$ cat config.mk
export PLATFORM = sky130hd
export DESIGN_NAME = scr_ndim_core_flat
export DESIGN_NICKNAME = d
export VERILOG_FILES = /design/src/rtl/scr_ndim_core_if.sv /design/src/rtl/scr_ndim_core.sv /design/src/flat_wrapper.sv
export SDC_FILE = /design/constraint.sdc
export NUM_CORES = 1
export LEC_CHECK = 0
export CAP_MARGIN = 20
export CORE_MARGIN = 3
export CORE_UTILIZATION = 43
export CTS_BUF_LIST = sky130_fd_sc_hd__clkbuf_8 sky130_fd_sc_hd__clkbuf_16
export CTS_CLUSTER_SIZE = 28
export DETAILED_ROUTE_END_ITERATION = 12
export MAX_ROUTING_LAYER = met4
export PLACE_DENSITY = 0.71
export REMOVE_ABC_BUFFERS = 1
export SETUP_SLACK_MARGIN = 0.4
export SLEW_MARGIN = 20
export SYNTH_ARGS = -nofsm -noshare
export SYNTH_HDL_FRONTEND = slang
export SYNTH_SLANG_ARGS = --single-unit
$ cat constraint.sdc
create_clock -name clk -period 2.6 [get_ports clk]
set_clock_uncertainty 0.15 [all_clocks]
set_input_delay 0.26 -clock clk [delete_from_list [all_inputs] [get_ports clk]]
set_output_delay 0.26 -clock clk [all_outputs]
set_load 0.02 [all_outputs]
$ cat src/rtl/scr_ndim_core_if.sv
// Beat-level bus of scr_ndim_core: input beat, seed load and the registered output beat.
// desc_mode is present only when SCR_SELF_SYNC_EN is defined.
interface scr_ndim_core_if #(
  parameter int DATA_WIDTH = 8,
  parameter int SCR_WIDTH  = 7
);
  logic                  scr_en;
`ifdef SCR_SELF_SYNC_EN
  logic                  desc_mode;
`endif
  logic [DATA_WIDTH-1:0] data_in;
  logic                  data_in_en;
  logic [SCR_WIDTH-1:0]  init_val;
  logic                  init_val_en;
  logic [DATA_WIDTH-1:0] data_out;
  logic                  data_out_en;
  logic                  frame_start;

  modport master (
    output scr_en,
`ifdef SCR_SELF_SYNC_EN
    output desc_mode,
`endif
    output data_in, data_in_en, init_val, init_val_en,
    input  data_out, data_out_en, frame_start
  );

  modport slave (
    input  scr_en,
`ifdef SCR_SELF_SYNC_EN
    input  desc_mode,
`endif
    input  data_in, data_in_en, init_val, init_val_en,
    output data_out, data_out_en, frame_start
  );
endinterface

$ cat src/rtl/scr_ndim_core.sv
// Parallel LFSR scrambler/descrambler, DATA_WIDTH bits per beat, optional frame reseed.
// Define SCR_SELF_SYNC_EN for the multiplicative (self-synchronising) variant with desc_mode.
module scr_ndim_core #(
  parameter int                   DATA_WIDTH   = 8,
  parameter int                   SCR_WIDTH    = 7,
  parameter logic [SCR_WIDTH-1:0] TAPS         = 7'b1100000,
  parameter logic [SCR_WIDTH-1:0] INIT_DEFAULT = 7'h7F,
  parameter int                   FRAME_LEN    = 0
) (
  input logic            clk,
  input logic            kill,
  scr_ndim_core_if.slave bus
);

  localparam bit             FRAMED   = (FRAME_LEN > 0);
  localparam int             CNT_W    = FRAMED ? $clog2(FRAME_LEN + 1) : 1;
  localparam logic [CNT_W-1:0] CNT_LAST = CNT_W'(FRAMED ? FRAME_LEN - 1 : 0);
  localparam logic [CNT_W-1:0] CNT_ONE  = CNT_W'(1);

  logic [SCR_WIDTH-1:0]  scr_reg;
  logic [SCR_WIDTH-1:0]  seed_reg;
  logic [SCR_WIDTH-1:0]  lfsr;
  logic [SCR_WIDTH-1:0]  advanced;
  logic [CNT_W-1:0]      frame_cnt;
  logic [DATA_WIDTH-1:0] out;
  logic                  fb;
  logic                  shift_in;
  logic                  frame_wrap;
  logic                  reseed;

  // Unrolled LFSR: bit i of the beat sees the feedback of step i, all within one cycle
  always_comb begin
    lfsr     = bus.init_val_en ? bus.init_val : scr_reg;
    out      = '0;
    fb       = 1'b0;
    shift_in = 1'b0;
    for (int i = 0; i < DATA_WIDTH; i++) begin
      fb     = ^(lfsr & TAPS);
      out[i] = bus.data_in[i] ^ (bus.scr_en & fb);
`ifdef SCR_SELF_SYNC_EN
      shift_in = bus.desc_mode ? bus.data_in[i] : out[i];
`else
      shift_in = fb;
`endif
      lfsr = {lfsr[SCR_WIDTH-2:0], shift_in};
    end
    advanced = lfsr;
  end

  assign frame_wrap = FRAMED && (frame_cnt == CNT_LAST);
`ifdef SCR_SELF_SYNC_EN
  assign reseed = 1'b0;
`else
  assign reseed = frame_wrap;
`endif

  always_ff @(posedge clk or posedge kill) begin
    if (kill) begin
      scr_reg   <= '0;
      seed_reg  <= INIT_DEFAULT;
      frame_cnt <= '0;
    end else if (bus.init_val_en) begin
      seed_reg  <= bus.init_val;
      frame_cnt <= bus.data_in_en ? CNT_ONE : '0;
      scr_reg   <= bus.data_in_en ? advanced : bus.init_val;
    end else if (bus.data_in_en) begin
      scr_reg <= reseed ? seed_reg : advanced;
      if (frame_wrap)
        frame_cnt <= '0;
      else if (FRAMED)
        frame_cnt <= frame_cnt + CNT_ONE;
    end
  end

  // Single register stage on the output side gives the fixed one-cycle latency
  always_ff @(posedge clk or posedge kill) begin
    if (kill) begin
      bus.data_out    <= '0;
      bus.data_out_en <= 1'b0;
      bus.frame_start <= 1'b0;
    end else begin
      bus.data_out_en <= bus.data_in_en;
      bus.data_out    <= bus.data_in_en ? out : '0;
      bus.frame_start <= bus.data_in_en &
                         (bus.init_val_en | (FRAMED && (frame_cnt == '0)));
    end
  end

endmodule

$ cat src/flat_wrapper.sv
// flat-port wrapper written by rule: the top's interface ports become plain ports
module scr_ndim_core_flat 
#(
  parameter int                   DATA_WIDTH   = 8,
  parameter int                   SCR_WIDTH    = 7,
  parameter logic [SCR_WIDTH-1:0] TAPS         = 7'b1100000,
  parameter logic [SCR_WIDTH-1:0] INIT_DEFAULT = 7'h7F,
  parameter int                   FRAME_LEN    = 0
)
  (clk, kill, bus_scr_en, bus_data_in, bus_data_in_en, bus_init_val, bus_init_val_en, bus_data_out, bus_data_out_en, bus_frame_start);
  scr_ndim_core_if #(.DATA_WIDTH(DATA_WIDTH), .SCR_WIDTH(SCR_WIDTH)) bus_i ();
  input logic clk;
  input logic kill;
  input wire logic [$bits(bus_i.scr_en)-1:0] bus_scr_en;
  input wire logic [$bits(bus_i.data_in)-1:0] bus_data_in;
  input wire logic [$bits(bus_i.data_in_en)-1:0] bus_data_in_en;
  input wire logic [$bits(bus_i.init_val)-1:0] bus_init_val;
  input wire logic [$bits(bus_i.init_val_en)-1:0] bus_init_val_en;
  output wire logic [$bits(bus_i.data_out)-1:0] bus_data_out;
  output wire logic [$bits(bus_i.data_out_en)-1:0] bus_data_out_en;
  output wire logic [$bits(bus_i.frame_start)-1:0] bus_frame_start;
  assign bus_i.scr_en = bus_scr_en;
  assign bus_i.data_in = bus_data_in;
  assign bus_i.data_in_en = bus_data_in_en;
  assign bus_i.init_val = bus_init_val;
  assign bus_i.init_val_en = bus_init_val_en;
  assign bus_data_out = bus_i.data_out;
  assign bus_data_out_en = bus_i.data_out_en;
  assign bus_frame_start = bus_i.frame_start;
  scr_ndim_core #(.DATA_WIDTH(DATA_WIDTH), .SCR_WIDTH(SCR_WIDTH), .TAPS(TAPS), .INIT_DEFAULT(INIT_DEFAULT), .FRAME_LEN(FRAME_LEN)) u_core (.clk(clk), .kill(kill), .bus(bus_i));
endmodule
# Yosys cells after proc, flatten, opt, wreduce, memory -nomap -nowiden
# Cells that the tools add are included.
dict set report totals {
  in_bits 20
  ff_bits 17
  out_inout_bits 10
}
dict set report classes {
  reduce_logical 9
  muxes 5
  bitwise 17
}
# op n
set ops {}
lappend ops {{XOR reduction 7 bit} 8}
lappend ops {{two-way mux 7 bit} 4}
lappend ops {{bitwise AND 1 bit} 9}
lappend ops {{two-way mux 8 bit} 1}
lappend ops {{bitwise XOR 1 bit} 8}
lappend ops {{nonzero test 2 bit} 1}

# Logic depth before layout (Yosys ltp)
# Gate-level depths: netlist of the first run.
dict set report logic_depth {
  depth_word 6
  ltp_mapped 6
  mapped_depth_nobuf 4
}

# Worst setup path before layout of the first run
# Ideal clock, no wire load.
dict set report synth_path {
  path_kind {register to register}
  start {reg u_core.scr_reg[5]}
  end {reg u_core.bus.data_out[6]}
  arrival_time_ps 1077
  stages_incl_launch_ff 5
  synth_period_minus_slack_ps 1346
  setup_ps 119
  slack_ps 1254
  path_cell_list {dfrtp_1 > xnor3_2 > o22ai_2 > xnor2_1 > nor2_1}
}
dict set report synth_between {
  elab_chain_len 6
}
# element line
set synth_rtl {}
lappend synth_rtl {{start: declaration} scr_ndim_core.sv:20} ;# logic [SCR_WIDTH-1:0] scr_reg;
lappend synth_rtl {{start signal: assignment} scr_ndim_core.sv:65} ;# scr_reg <= bus.data_in_en ? advanced : bus.init_val;
lappend synth_rtl {{start signal: assignment} scr_ndim_core.sv:67} ;# scr_reg <= reseed ? seed_reg : advanced;
lappend synth_rtl {{two-way mux 7 bit} scr_ndim_core.sv:33} ;# lfsr = bus.init_val_en ? bus.init_val : scr_reg;
lappend synth_rtl {{XOR reduction 7 bit (2 in a row)} scr_ndim_core.sv:38} ;# fb = ^(lfsr & TAPS);
lappend synth_rtl {{bitwise AND 1 bit} scr_ndim_core.sv:39} ;# out[i] = bus.data_in[i] ^ (bus.scr_en & fb);
lappend synth_rtl {{bitwise XOR 1 bit} scr_ndim_core.sv:39}
lappend synth_rtl {{two-way mux 8 bit} scr_ndim_core.sv:83} ;# bus.data_out <= bus.data_in_en ? out : '0;
lappend synth_rtl {{end signal: assignment} scr_ndim_core.sv:83}
lappend synth_rtl {{end: declaration} scr_ndim_core_if.sv:34} ;# output data_out, data_out_en, frame_start
# No other way between the ends.
# A chain may end at the register's enable or synchronous reset.

# Worst setup path in the final report of the first run
dict set report layout_path {
  start {in bus_init_val_en}
  end {reg u_core.bus.data_out[2]}
}
dict set report layout_between {
  elab_chain_len 5
}
# element line
set layout_rtl {}
lappend layout_rtl {{start: declaration} flat_wrapper.sv:18} ;# input wire logic [$bits(bus_i.init_val_en)-1:0] bus_init_val_en;
lappend layout_rtl {{two-way mux 7 bit} scr_ndim_core.sv:33}
lappend layout_rtl {{XOR reduction 7 bit} scr_ndim_core.sv:38}
lappend layout_rtl {{bitwise AND 1 bit} scr_ndim_core.sv:39}
lappend layout_rtl {{bitwise XOR 1 bit} scr_ndim_core.sv:39}
lappend layout_rtl {{two-way mux 8 bit} scr_ndim_core.sv:83}
# No other way between the ends.

==> PnR_summary.wiki, run 1 <==
{| class="wikitable"
! Metric !! Value
|-
| Outcome || complete, no violations
|-
| Sequential power share || 0.406
|-
| Wire length of the first global-routing pass || 3.67 mm
|-
| Routed WL || just over 2 mm
|-
| Final critical-path share of the clock period || 0.702
|-
| Sinks on the clock net || 17
|-
| Setup CP Type || input port to flop
|-
| Sum Neg Setup Slack || 0 ns
|-
| Proportion of synthesized chip area in sequential cells || 0.402
|-
| CP top delay family || buffers and inverters
|-
| Layout overhead on the synthesized area || 32.6%
|-
| Cts-stage hold buffer count || 0
|-
| Post-DRT Antenna Nets || 0
|-
| Unrepaired setup endpoints after global routing || no
|-
| Maximum vdd ir drop || 419 uV
|-
| Count of port buffers added during placement || 29
|-
| CTS Buf Count || 3
|-
| Final RePlAce weighted congestion || 0.786
|-
| Critical-path top delay cell || sky130_fd_sc_hd__clkdlybuf4s50_1
|-
| Worst endpoint required time || 2.59 ns
|-
| Share of post-route cells with drive strength above 1 || 0.0526
|-
| Area enclosed by the die boundary || 3090 sq um
|-
| Routed length per placed instance || 12.6 microns
|-
| Worst-Margin Slew || around 0.66 ns
|-
| Nature of the critical path startpoint || input port
|-
| Number of max-slew violations in the final report || 0
|-
| Number of antenna violations at the first check in global routing || 0
|-
| Remaining design rule violation count || 0
|-
| Cell-by-cell trace of the critical path || clkdlybuf4s50_1 -> buf_4 -> mux2i_1 -> nand2_1 -> mux2i_1
|-
| Number of buffers and inverters on the critical path || 2
|-
| Max-cap viol count || 0
|-
| Buffers from clock root to sink, at most || 2
|-
| Setup violators final || 0
|-
| Total half-perimeter wirelength after legalization and detailed placement || 1.57 mm
|-
| Flip-flop count of the largest register after layout || 8
|-
| Launching instance or port of the critical path || bus_init_val_en
|-
| Die extent in x || ~56 microns
|-
| Number of distinct library cells after synthesis || 24
|-
| Number of synthesis warnings || 0
|-
| Clock-pin slew on the worst setup and hold paths || roughly 0.07 ns
|-
| Number of primary I/O pins || 30
|-
| Gate count after technology mapping || 103
|-
| Clock insertion delay at the later pin of the skew report || around 0.25 ns
|-
| Leading cell type in the layout, fill and taps excluded || sky130_fd_sc_hd__clkdlybuf4s50_1
|-
| Sw Pwr || 0.257 mW
|-
| Overall via count from detail_route || 784
|-
| Fraction of power consumed by the clock network || 0.236
|-
| Final worst path period need || 1.82 ns
|-
| Post-Route Hold Slack || 0.245 ns
|-
| Number of diodes || 0
|-
| Vias in the first global route || 813
|-
| Clk root buf || sky130_fd_sc_hd__clkbuf_8
|-
| Crit end category || flop
|-
| Number of iterations in the first detailed-routing pass || 4
|-
| Switching Fraction || 0.309
|-
| Power share of the combinational group || 0.358
|-
| PD cells || 593 nW/um^2
|-
| Slowest Stage Delay on Critical Path || ~0.77 ns
|-
| Leakage power || 0.648 nW
|-
| Synthesized area divided by synthesized cell count || 10.3 sq um
|-
| Final Hold Fails || 0
|-
| Relative slew margins || 0.563
|-
| GRT Residual Overflow || 0
|-
| Die H || roughly 56 microns
|-
| Number of nets in the final layout || 154
|-
| Flops & latches, synth || 17
|-
| Highest Clock Rate || 0.548 GHz
|-
| Most common cell type on the critical path || sky130_fd_sc_hd__mux2i_1
|-
| Initial core utilization || 0.465
|-
| Count of standard-cell rows || 17
|-
| Initial detailed-routing violation count || 7
|-
| Post-Synthesis Cell Area || 1060 sq um
|-
| Area of the core region || 2280 sq um
|-
| Tot GR Track Use || 0.152
|-
| Highest fanout seen on the critical path || 10
|-
| Routed vias/inst || 4.87
|-
| WP data arrival || 1.81 ns
|-
| Class of the most critical hold timing path || input port to async pin
|-
| Max H-tree Level || 1
|-
| Post-cts resize count || 0
|-
| Top library cells by usage in the layout, fill and taps aside || sky130_fd_sc_hd__clkdlybuf4s50_1 (29), sky130_fd_sc_hd__mux2i_1 (18), sky130_fd_sc_hd__dfrtp_1 (17), sky130_fd_sc_hd__nand2_1 (16), sky130_fd_sc_hd__xnor2_1 (14)
|-
| TritonCTS clock tree || built
|-
| Internal power of the cells || 0.576 mW
|-
| Number of buffers inserted to repair setup after CTS || 0
|-
| Worst reg2reg path startpoint || u_core.scr_reg[5]$_DFFE_PP0P_
|-
| Pin count of the biggest net entering global routing || 28
|}
routing by layer:
metal	wire length, microns	up-vias	global-route usage
met5	0	-	-
met4	25	0	0.0417
met3	62	4	0.0209
met2	1050	14	0.257
met1	893	365	0.190
li1	-	401	-
through the flow:
stage / std cells / power [mW] / setup slack (ns) / utilization / instance area, sq um
6_report: 161 / 0.833 / 0.776 / 0.617 / 1400
5_1_grt: 161 / 0.893 / 0.670 / 0.617 / 1400
4_1_cts: 161 / 0.844 / 0.775 / 0.617 / 1400
3_5_place_dp: 157 / 0.645 / 0.509 / 0.597 / 1360
3_3_place_gp: 157 / 0.637 / 0.577 / 0.597 / 1360
2_1_floorplan: 98 / 0.532 / 1.25 / - / 1020
power groups by stage:
| stage | sequential, mW | clock (mW) | combinational [mW] |
|---|---|---|---|
| final | 0.338 | 0.197 | 0.298 |
| after global routing | 0.345 | 0.219 | 0.329 |
| after CTS | 0.339 | 0.203 | 0.303 |
| after detailed placement | 0.344 | 0 | 0.301 |
| after global placement | 0.342 | 0 | 0.295 |
| after floorplan | 0.358 | 0 | 0.174 |
final timing paths:
| path | endpoint | slack, ns | cells after the start |
|---|---|---|---|
| max in group asynchronous | u_core.scr_reg[1]$_DFFE_PP0P_ | 1.63 | 2 |
| hold / removal | u_core.scr_reg[4]$_DFFE_PP0P_ | 0.24 | 2 |
| hold reg to reg | u_core.scr_reg[3]$_DFFE_PP0P_ | 0.48 | 2 |
| min in group clk | u_core.bus.data_out[2]$_DFF_PP0_ | 0.44 | 3 |
| setup / recovery | u_core.bus.data_out[2]$_DFF_PP0_ | 0.78 | 5 |
| setup reg to reg | u_core.scr_reg[1]$_DFFE_PP0P_ | 1.15 | 4 |
Yosys cell counts:
cell type / number / area share
sky130_fd_sc_hd__a211oi_1: 1 / 0.0071
sky130_fd_sc_hd__a21o_1: 1 / 0.0071
sky130_fd_sc_hd__a21oi_1: 3 / 0.014
sky130_fd_sc_hd__and2_1: 1 / 0.0059
sky130_fd_sc_hd__buf_6: 1 / 0.011
sky130_fd_sc_hd__clkbuf_1: 2 / 0.0071
sky130_fd_sc_hd__clkbuf_4: 1 / 0.0071
sky130_fd_sc_hd__clkbuf_8: 1 / 0.013
sky130_fd_sc_hd__dfrtp_1: 17 / 0.40
sky130_fd_sc_hd__inv_1: 4 / 0.014
sky130_fd_sc_hd__mux2i_1: 18 / 0.17
sky130_fd_sc_hd__nand2_1: 16 / 0.057
sky130_fd_sc_hd__nand2b_1: 7 / 0.041
sky130_fd_sc_hd__nand3_1: 1 / 0.0047
sky130_fd_sc_hd__nor2_1: 2 / 0.0071
sky130_fd_sc_hd__nor2b_1: 1 / 0.0059
sky130_fd_sc_hd__o211ai_1: 1 / 0.0071
sky130_fd_sc_hd__o21ai_1: 5 / 0.024
sky130_fd_sc_hd__o22ai_2: 1 / 0.012
sky130_fd_sc_hd__o31ai_1: 1 / 0.0071
sky130_fd_sc_hd__xnor2_1: 14 / 0.12
sky130_fd_sc_hd__xnor3_1: 1 / 0.021
sky130_fd_sc_hd__xnor3_2: 1 / 0.022
sky130_fd_sc_hd__xor2_1: 2 / 0.017
area by class of cell:
type                       instances  area [sq um]
tap                               28          35.0
fill                             202           872
clock inverter                     1          3.75
clock buffer                       3          41.3
multi-input combinational         77           578
timing repair buffer              31           305
sequential                        17           425
inverter                           4          15.0
cells by family (layout without fill, tap and decap cells):
family                 count (synthesis)  count (layout)  synth area share
AND/OR/NAND/NOR                       28              28             0.122
AO/OA/AOI/OAI                         13              13            0.0780
multiplexers                          18              18             0.170
flip-flops                            17              17             0.402
buffers and inverters                  9              39            0.0520
XOR/XNOR                              18              18             0.176
(Power assumes the default switching activity.)
==> inputs of run 2 (changes only) <==
==> constraint.sdc (replaced) <==
create_clock -name clk -period 1.8 [get_ports clk]
set_clock_uncertainty 0.15 [all_clocks]
set_input_delay 0.18 -clock clk [delete_from_list [all_inputs] [get_ports clk]]
set_output_delay 0.18 -clock clk [all_outputs]
set_load 0.02 [all_outputs]
==> run 2 against run 1 <==
  * Cell count grew 6.2%
  * Non-clock buffer count grew 10
  * Clock-buffer cell count is the same
  * Worst setup slack lost 0.38 ns
  * Global-route usage grew 0.90 points
  * Die area is the same
  * Sequential cell count is the same
  * Register-to-register slack lost 0.75 ns
==> PnR_summary.wiki, run 2 (synthesis gave the netlist of run 1 again) <==
{| class="wikitable"
! Metric !! Value
|-
| Layout overhead on the synthesized area || 46.9%
|-
| Total half-perimeter wirelength after legalization and detailed placement || roughly 1.6 mm
|-
| Clk root buf || sky130_fd_sc_hd__clkbuf_8
|-
| Number of antenna violations at the first check in global routing || 0
|-
| Count of port buffers added during placement || 29
|-
| Top library cells by usage in the layout, fill and taps aside || sky130_fd_sc_hd__nand2_1 (15), sky130_fd_sc_hd__clkdlybuf4s50_1 (15), sky130_fd_sc_hd__dfrtp_1 (15), sky130_fd_sc_hd__xnor2_1 (13), sky130_fd_sc_hd__dlygate4sd2_1 (12)
|-
| Sequential power share || 0.376
|-
| Post-layout worst setup margin || 0.400 ns
|-
| Worst endpoint required time || 1.80 ns
|-
| Share of post-route cells with drive strength above 1 || 0.203
|-
| Number of iterations in the first detailed-routing pass || 4
|-
| Flip-flop count of the largest register after layout || 8
|-
| Leakage power || between 0.7 and 0.8 nW
|-
| Number of diodes || 0
|-
| Sw Pwr || 0.427 mW
|-
| Routed length per placed instance || ~14 microns
|-
| Worst-Margin Slew || roughly 0.29 ns
|-
| Sinks on the clock net || 17
|-
| Placement-stage worst setup slack || -0.00145 ns
|-
| Die extent in x || around 56 microns
|-
| Number of nets in the final layout || 164
|-
| Final worst path period need || 1.40 ns
|-
| TritonCTS clock tree || built
|-
| Area enclosed by the die boundary || 3090 sq um
|-
| Layout Cell Area excl Fill || approximately 1600 sq um
|-
| Class of the most critical hold timing path || input port to async pin
|-
| Post-Route Hold Slack || 0.100 ns
|-
| Internal power of the cells || 0.882 mW
|-
| Overall via count from detail_route || 835
|-
| Vias in the first global route || 801
|-
| Sequential cell area || 428 sq um
|-
| Placed inst area || 1410 sq um
|-
| Initial detailed-routing violation count || 14
|-
| Clock-pin slew on the worst setup and hold paths || around 0.070 ns
|-
| Switching Fraction || 0.326
|-
| Crit end category || flop
|-
| GRT Residual Overflow || 0
|-
| Post-DRT Antenna Nets || 0
|-
| Max-cap viol count || 0
|-
| Power share of the combinational group || 0.403
|-
| Routed vias/inst || 4.88
|-
| Post-placement cell count || 162
|-
| Clock insertion delay at the later pin of the skew report || 0.25 ns
|-
| Highest Clock Rate || 0.714 GHz
|-
| Die H || between 50 and 60 microns
|-
| Number of primary I/O pins || 30
|-
| Nature of the critical path startpoint || flop
|-
| Relative slew margins || 0.802
|-
| Number of filler instances in the final layout || 182
|-
| WP data arrival || roughly 1.4 ns
|-
| Outcome || complete, no violations
|-
| Wire length of the first global-routing pass || 3.71 mm
|-
| Non-filler instance count after layout || 171
|-
| Tot GR Track Use || 0.161
|-
| Area taken by multi-input logic gates || 641 sq um
|-
| Highest fanout seen on the critical path || 3
|-
| Number of max-slew violations in the final report || 0
|-
| Initial core utilization || 0.465
|-
| Maximum vdd ir drop || 526 uV
|-
| Unrepaired setup endpoints after global routing || yes
|-
| Cts-stage hold buffer count || 0
|-
| Buffers from clock root to sink, at most || 2
|-
| Remaining design rule violation count || 0
|-
| Routed WL || 2.35 mm
|-
| CTS Buf Count || 3
|-
| Pin count of the biggest net entering global routing || 18
|-
| Fraction of power consumed by the clock network || 0.222
|-
| Setup violators final || 0
|-
| Area of the core region || 2280 sq um
|-
| Max H-tree Level || 1
|-
| Setup CP Type || flop to flop
|-
| Final critical-path share of the clock period || 0.778
|-
| Final RePlAce weighted congestion || 0.746
|-
| Core Util, Final || 0.683
|-
| Final Hold Fails || 0
|-
| PD cells || 842 nW/um^2
|-
| Count of standard-cell rows || 17
|}
==> run 2: cell count changes in the layout (fill, tap and decap cells not counted), moves of 2 or more <==
cell | before | now
sky130_fd_sc_hd__buf_4 | 2 | 9
sky130_fd_sc_hd__buf_6 | 0 | 2
sky130_fd_sc_hd__clkdlybuf4s50_1 | 29 | 15
sky130_fd_sc_hd__dfrtp_1 | 17 | 15
sky130_fd_sc_hd__dfrtp_2 | 0 | 2
sky130_fd_sc_hd__dlygate4sd2_1 | 0 | 12
sky130_fd_sc_hd__dlymetal6s2s_1 | 0 | 2
sky130_fd_sc_hd__mux2i_1 | 18 | 11
sky130_fd_sc_hd__mux2i_2 | 0 | 4
sky130_fd_sc_hd__mux2i_4 | 0 | 3
==> run 2: timing repair <==
| item | 4_1_cts | 5_1_grt |
|---|---|---|
| setup endpoints to repair | 14 | 9 |
| pin swaps | 1 | 1 |
| resized for setup | 17 | 13 |
| buffers inserted | 2 | 3 |
==> run 2: power by group through the flow <==
stage / Sequential, mW / Clock [mW] / Combinational (mW)
after detailed placement: 0.497 / 0 / 0.445
after global routing: 0.500 / 0.320 / 0.565
after global placement: 0.494 / 0 / 0.437
after floorplan: 0.518 / 0 / 0.251
final: 0.492 / 0.290 / 0.527
after CTS: 0.487 / 0.305 / 0.459
==> run 2: critical path, stage by stage, from the launching register on <==
cell and delay (ns):
sky130_fd_sc_hd__dfrtp_1 0.41, sky130_fd_sc_hd__xnor3_2 0.44, sky130_fd_sc_hd__o22ai_2 0.11, sky130_fd_sc_hd__xnor2_1 0.14
sky130_fd_sc_hd__nor2_1 0.05
==> run 2: metrics by stage <==
| step | power (mW) | TNS (ns) |
|---|---|---|
| floorplan | 0.769 | 0 |
| global placement | 0.931 | 0 |
| detailed placement | 0.942 | -0.00145 |
| CTS | 1.25 | 0 |
| global route | 1.38 | 0 |
| finish | 1.31 | 0 |
==> run 2: final timing paths <==
| path | start | end | slack (ns) | depth (start not counted) |
|---|---|---|---|---|
| min in group clk | bus_init_val[4] | u_core.scr_reg[4]$_DFFE_PP0P_ | 0.24 | 3 |
| max in group asynchronous | kill | u_core.scr_reg[6]$_DFFE_PP0P_ | 1.19 | 3 |
| setup reg to reg | u_core.scr_reg[0]$_DFFE_PP0P_ | u_core.bus.data_out[6]$_DFF_PP0_ | 0.40 | 4 |
| setup / recovery | u_core.scr_reg[0]$_DFFE_PP0P_ | u_core.bus.data_out[6]$_DFF_PP0_ | 0.40 | 4 |
| hold / removal | kill | u_core.bus.data_out_en$_DFF_PP0_ | 0.10 | 3 |
| hold reg to reg | u_core.scr_reg[2]$_DFFE_PP0P_ | u_core.scr_reg[2]$_DFFE_PP0P_ | 0.49 | 2 |
==> run 2: layer usage <==
metal | vias to the layer above | routed length [microns] | track usage
met3 | 4 | 64 | 0.0209
li1 | 426 | - | -
met1 | 389 | 1060 | 0.198
met2 | 16 | 1180 | 0.257
met5 | - | 0 | -
met4 | 0 | 51 | 0.0833
==> run 2: layout make-up <==
| type | instances | share of cell area |
|---|---|---|
| Clock buffer | 3 | 0.0265 |
| Clock inverter | 1 | 0.00322 |
| Sequential cell | 17 | 0.275 |
| Tap cell | 28 | 0.0225 |
| Inverter | 4 | 0.00965 |
| Timing Repair Buffer | 41 | 0.251 |
| Multi-Input combinational cell | 77 | 0.412 |
==> inputs of run 3 (changes only) <==
==> constraint.sdc (replaced) <==
create_clock -name clk -period 1.4 [get_ports clk]
set_clock_uncertainty 0.15 [all_clocks]
set_input_delay 0.14 -clock clk [delete_from_list [all_inputs] [get_ports clk]]
set_output_delay 0.14 -clock clk [all_outputs]
set_load 0.02 [all_outputs]
==> run 3 against run 2 <==
  * The run now ends with negative setup slack left
  * Critical path depth unchanged
  * Wire length increased by 11%
  * Fmax shrank 3.4%
  * Non-clock buffer count is 6 higher
  * Die area unchanged
  * Critical path type unchanged
==> PnR_summary.wiki, run 3 (synthesis gave the netlist of run 1 again) <==
{| class="wikitable"
! Metric !! Value
|-
| Remaining design rule violation count || 0
|-
| Routed length per placed instance || ~15 microns
|-
| Tot GR Track Use || 0.182
|-
| Worst reg-to-reg path cell count || 4
|-
| Number of antenna violations at the first check in global routing || 0
|-
| Slowest Stage Delay on Critical Path || 0.44 ns
|-
| Wire length of the first global-routing pass || about 4.2 mm
|-
| Max H-tree Level || 1
|-
| Initial detailed-routing violation count || 15
|-
| Number of nets in the final layout || 170
|-
| Launching instance or port of the critical path || u_core.scr_reg[5]$_DFFE_PP0P_
|-
| Fraction of power consumed by the clock network || 0.212
|-
| Die extent in x || 55.6 microns
|-
| Maximum vdd ir drop || 701 uV
|-
| Setup violators final || 2
|-
| Power share of the combinational group || 0.423
|-
| Leakage power || 0.773 nW
|-
| Worst reg2reg path startpoint || u_core.scr_reg[5]$_DFFE_PP0P_
|-
| Placed inst area || 1460 sq um
|-
| Pin count of the biggest net entering global routing || 18
|-
| Placement-stage worst setup slack || -0.374 ns
|-
| Switching Fraction || 0.325
|-
| Global-route track usage on met3 || 0.0325
|-
| Final Hold Fails || 0
|-
| Instance count on the critical path || 4
|-
| Flip-flop count of the largest register after layout || 8
|-
| Final critical-path share of the clock period || 1.04
|-
| Post-placement cell count || 170
|-
| Violations in the final reports || negative setup slack
|-
| Highest Clock Rate || ~0.69 GHz
|-
| Clk root buf || sky130_fd_sc_hd__clkbuf_8
|-
| WP data arrival || 1.45 ns
|-
| Max-cap viol count || 0
|-
| Sequential power share || 0.365
|-
| Sw Pwr || roughly 0.57 mW
|-
| Initial core utilization || 0.465
|-
| Highest fanout seen on the critical path || 3
|-
| Share of post-route cells with drive strength above 1 || 0.336
|-
| Number of iterations in the first detailed-routing pass || 3
|-
| Non-filler instance count after layout || 177
|-
| Number of buffers and inverters on the critical path || 0
|-
| Buffers from clock root to sink, at most || 2
|-
| M2 GR Usage || 0.316
|-
| Grt peak-use layer || met2
|-
| GRT Residual Overflow || 0
|-
| Setup CP Type || flop to flop
|-
| Core Util, Final || 0.706
|-
| Outcome || finished, violations left
|-
| Cts-stage hold buffer count || 0
|-
| FF-to-FF setup slack || -0.05 ns
|-
| Post-layout worst setup margin || -0.0495 ns
|-
| Class of the most critical hold timing path || input port to async pin
|-
| Critical register-to-register path endpoint || u_core.bus.data_out[6]$_DFF_PP0_
|-
| Number of diodes || 0
|-
| Routed vias/inst || 4.96
|-
| Final worst path period need || 1.45 ns
|-
| Crit end category || flop
|-
| Layout overhead on the synthesized area || 51.9%
|-
| Sinks on the clock net || 17
|-
| Area enclosed by the die boundary || about 3100 sq um
|-
| TritonCTS clock tree || built
|-
| Unrepaired setup endpoints after global routing || yes
|-
| Relative slew margins || 0.808
|-
| Critical-path top delay cell || sky130_fd_sc_hd__xnor3_2
|-
| Worst endpoint required time || 1.40 ns
|-
| Number of filler instances in the final layout || 180
|-
| GRT met1 Usage || 0.207
|-
| CTS Buf Count || 3
|-
| Post-DRT Antenna Nets || 0
|-
| PD cells || 1100 nW/um^2
|-
| Worst-Margin Slew || roughly 0.28 ns
|-
| Total half-perimeter wirelength after legalization and detailed placement || around 1.9 mm
|-
| Cell-by-cell trace of the critical path || xnor3_2 -> o22ai_2 -> xnor2_1 -> nor2_1
|-
| Layout Cell Area excl Fill || around 1600 sq um
|-
| Internal power of the cells || 1.19 mW
|-
| Nature of the critical path startpoint || flop
|-
| Count of standard-cell rows || 17
|-
| Count of port buffers added during placement || 29
|-
| Area of the core region || 2280 sq um
|-
| Clock-pin slew on the worst setup and hold paths || 0.07 ns
|-
| Routed WL || ~2.6 mm
|-
| Number of primary I/O pins || 30
|-
| Top library cells by usage in the layout, fill and taps aside || sky130_fd_sc_hd__mux2i_1 (15), sky130_fd_sc_hd__buf_4 (15), sky130_fd_sc_hd__dfrtp_1 (14), sky130_fd_sc_hd__buf_6 (13)
|-
| Overall via count from detail_route || 878
|-
| CP top delay family || XOR/XNOR gates
|-
| Vias in the first global route || 938
|-
| Die H || 55.6 microns
|-
| Final RePlAce weighted congestion || between 0.7 and 0.8
|-
| Setup crit end || u_core.bus.data_out[6]$_DFF_PP0_
|-
| Clock insertion delay at the later pin of the skew report || 0.25 ns
|-
| Number of max-slew violations in the final report || 0
|-
| Sum Neg Setup Slack || -0.0977 ns
|}
run 3: cell count changes in the layout (fill, tap and decap cells not counted), moves of 4 or more:
cell,previous run,this run
sky130_fd_sc_hd__buf_4,9,15
sky130_fd_sc_hd__buf_6,2,13
sky130_fd_sc_hd__dlygate4sd2_1,12,7
sky130_fd_sc_hd__mux2i_1,11,15
run 3: power by group through the flow:
| stage | Clock [mW] | Combinational (mW) | Sequential (mW) |
|---|---|---|---|
| 6_report | 0.374 | 0.748 | 0.646 |
| 5_1_grt | 0.393 | 0.806 | 0.656 |
| 4_1_cts | 0.382 | 0.686 | 0.641 |
| 3_5_place_dp | 0 | 0.629 | 0.639 |
| 3_3_place_gp | 0 | 0.613 | 0.634 |
| 2_1_floorplan | 0 | 0.323 | 0.666 |
run 3: repair_timing:
item	in CTS	in global routing
gates resized for setup	77	11
setup buffers	2	1
pin swaps	9	4
endpoints found under the setup margin	26	25
run 3: final cells by class:
| cell class | count | area [sq um] | area share |
|---|---|---|---|
| flip-flops and latches | 17 | 429 | 0.267 |
| clock inverters | 1 | 3.75 | 0.00233 |
| well taps | 28 | 35.0 | 0.0218 |
| repair buffers | 47 | 440 | 0.274 |
| inverters | 4 | 15.0 | 0.00934 |
| clock buffers | 3 | 41.3 | 0.0257 |
| multi-input cells | 77 | 643 | 0.400 |
run 3: stage by stage:
stage	power (mW)	hold WS (ns)
after floorplan	0.988	-0.0839
after global placement	1.25	0.324
after detailed placement	1.27	0.338
after global routing	1.86	0.0797
final	1.77	0.0513
after CTS	1.71	0.0609
run 3: per-layer routing:
| metal | share of wire | routed length [microns] | vias to the layer above |
|---|---|---|---|
| met1 | 0.39 | 1020 | 420 |
| met5 | 0 | 0 | - |
| met2 | 0.56 | 1470 | 14 |
| met4 | 0.014 | 36 | 0 |
| met3 | 0.032 | 83 | 4 |
| li1 | - | - | 440 |
run 3: worst register-to-register path, stage by stage, from the launching register on:
cell and delay (ns):
sky130_fd_sc_hd__dfrtp_1 0.41, sky130_fd_sc_hd__xnor3_2 0.44, sky130_fd_sc_hd__o22ai_2 0.13, sky130_fd_sc_hd__xnor2_1 0.16
sky130_fd_sc_hd__nor2_1 0.06
run 3: how the worst min path moves through the flow:
stage / endpoint / slack (ns)
3_3_place_gp: u_core.bus.data_out_en$_DFF_PP0_ / 0.32
4_1_cts: u_core.bus.data_out_en$_DFF_PP0_ / 0.06
2_1_floorplan: u_core.bus.data_out[0]$_DFF_PP0_ / -0.08
6_report: u_core.bus.data_out_en$_DFF_PP0_ / 0.05
3_5_place_dp: u_core.bus.frame_start$_DFF_PP0_ / 0.34
5_1_grt: u_core.bus.data_out[0]$_DFF_PP0_ / 0.08
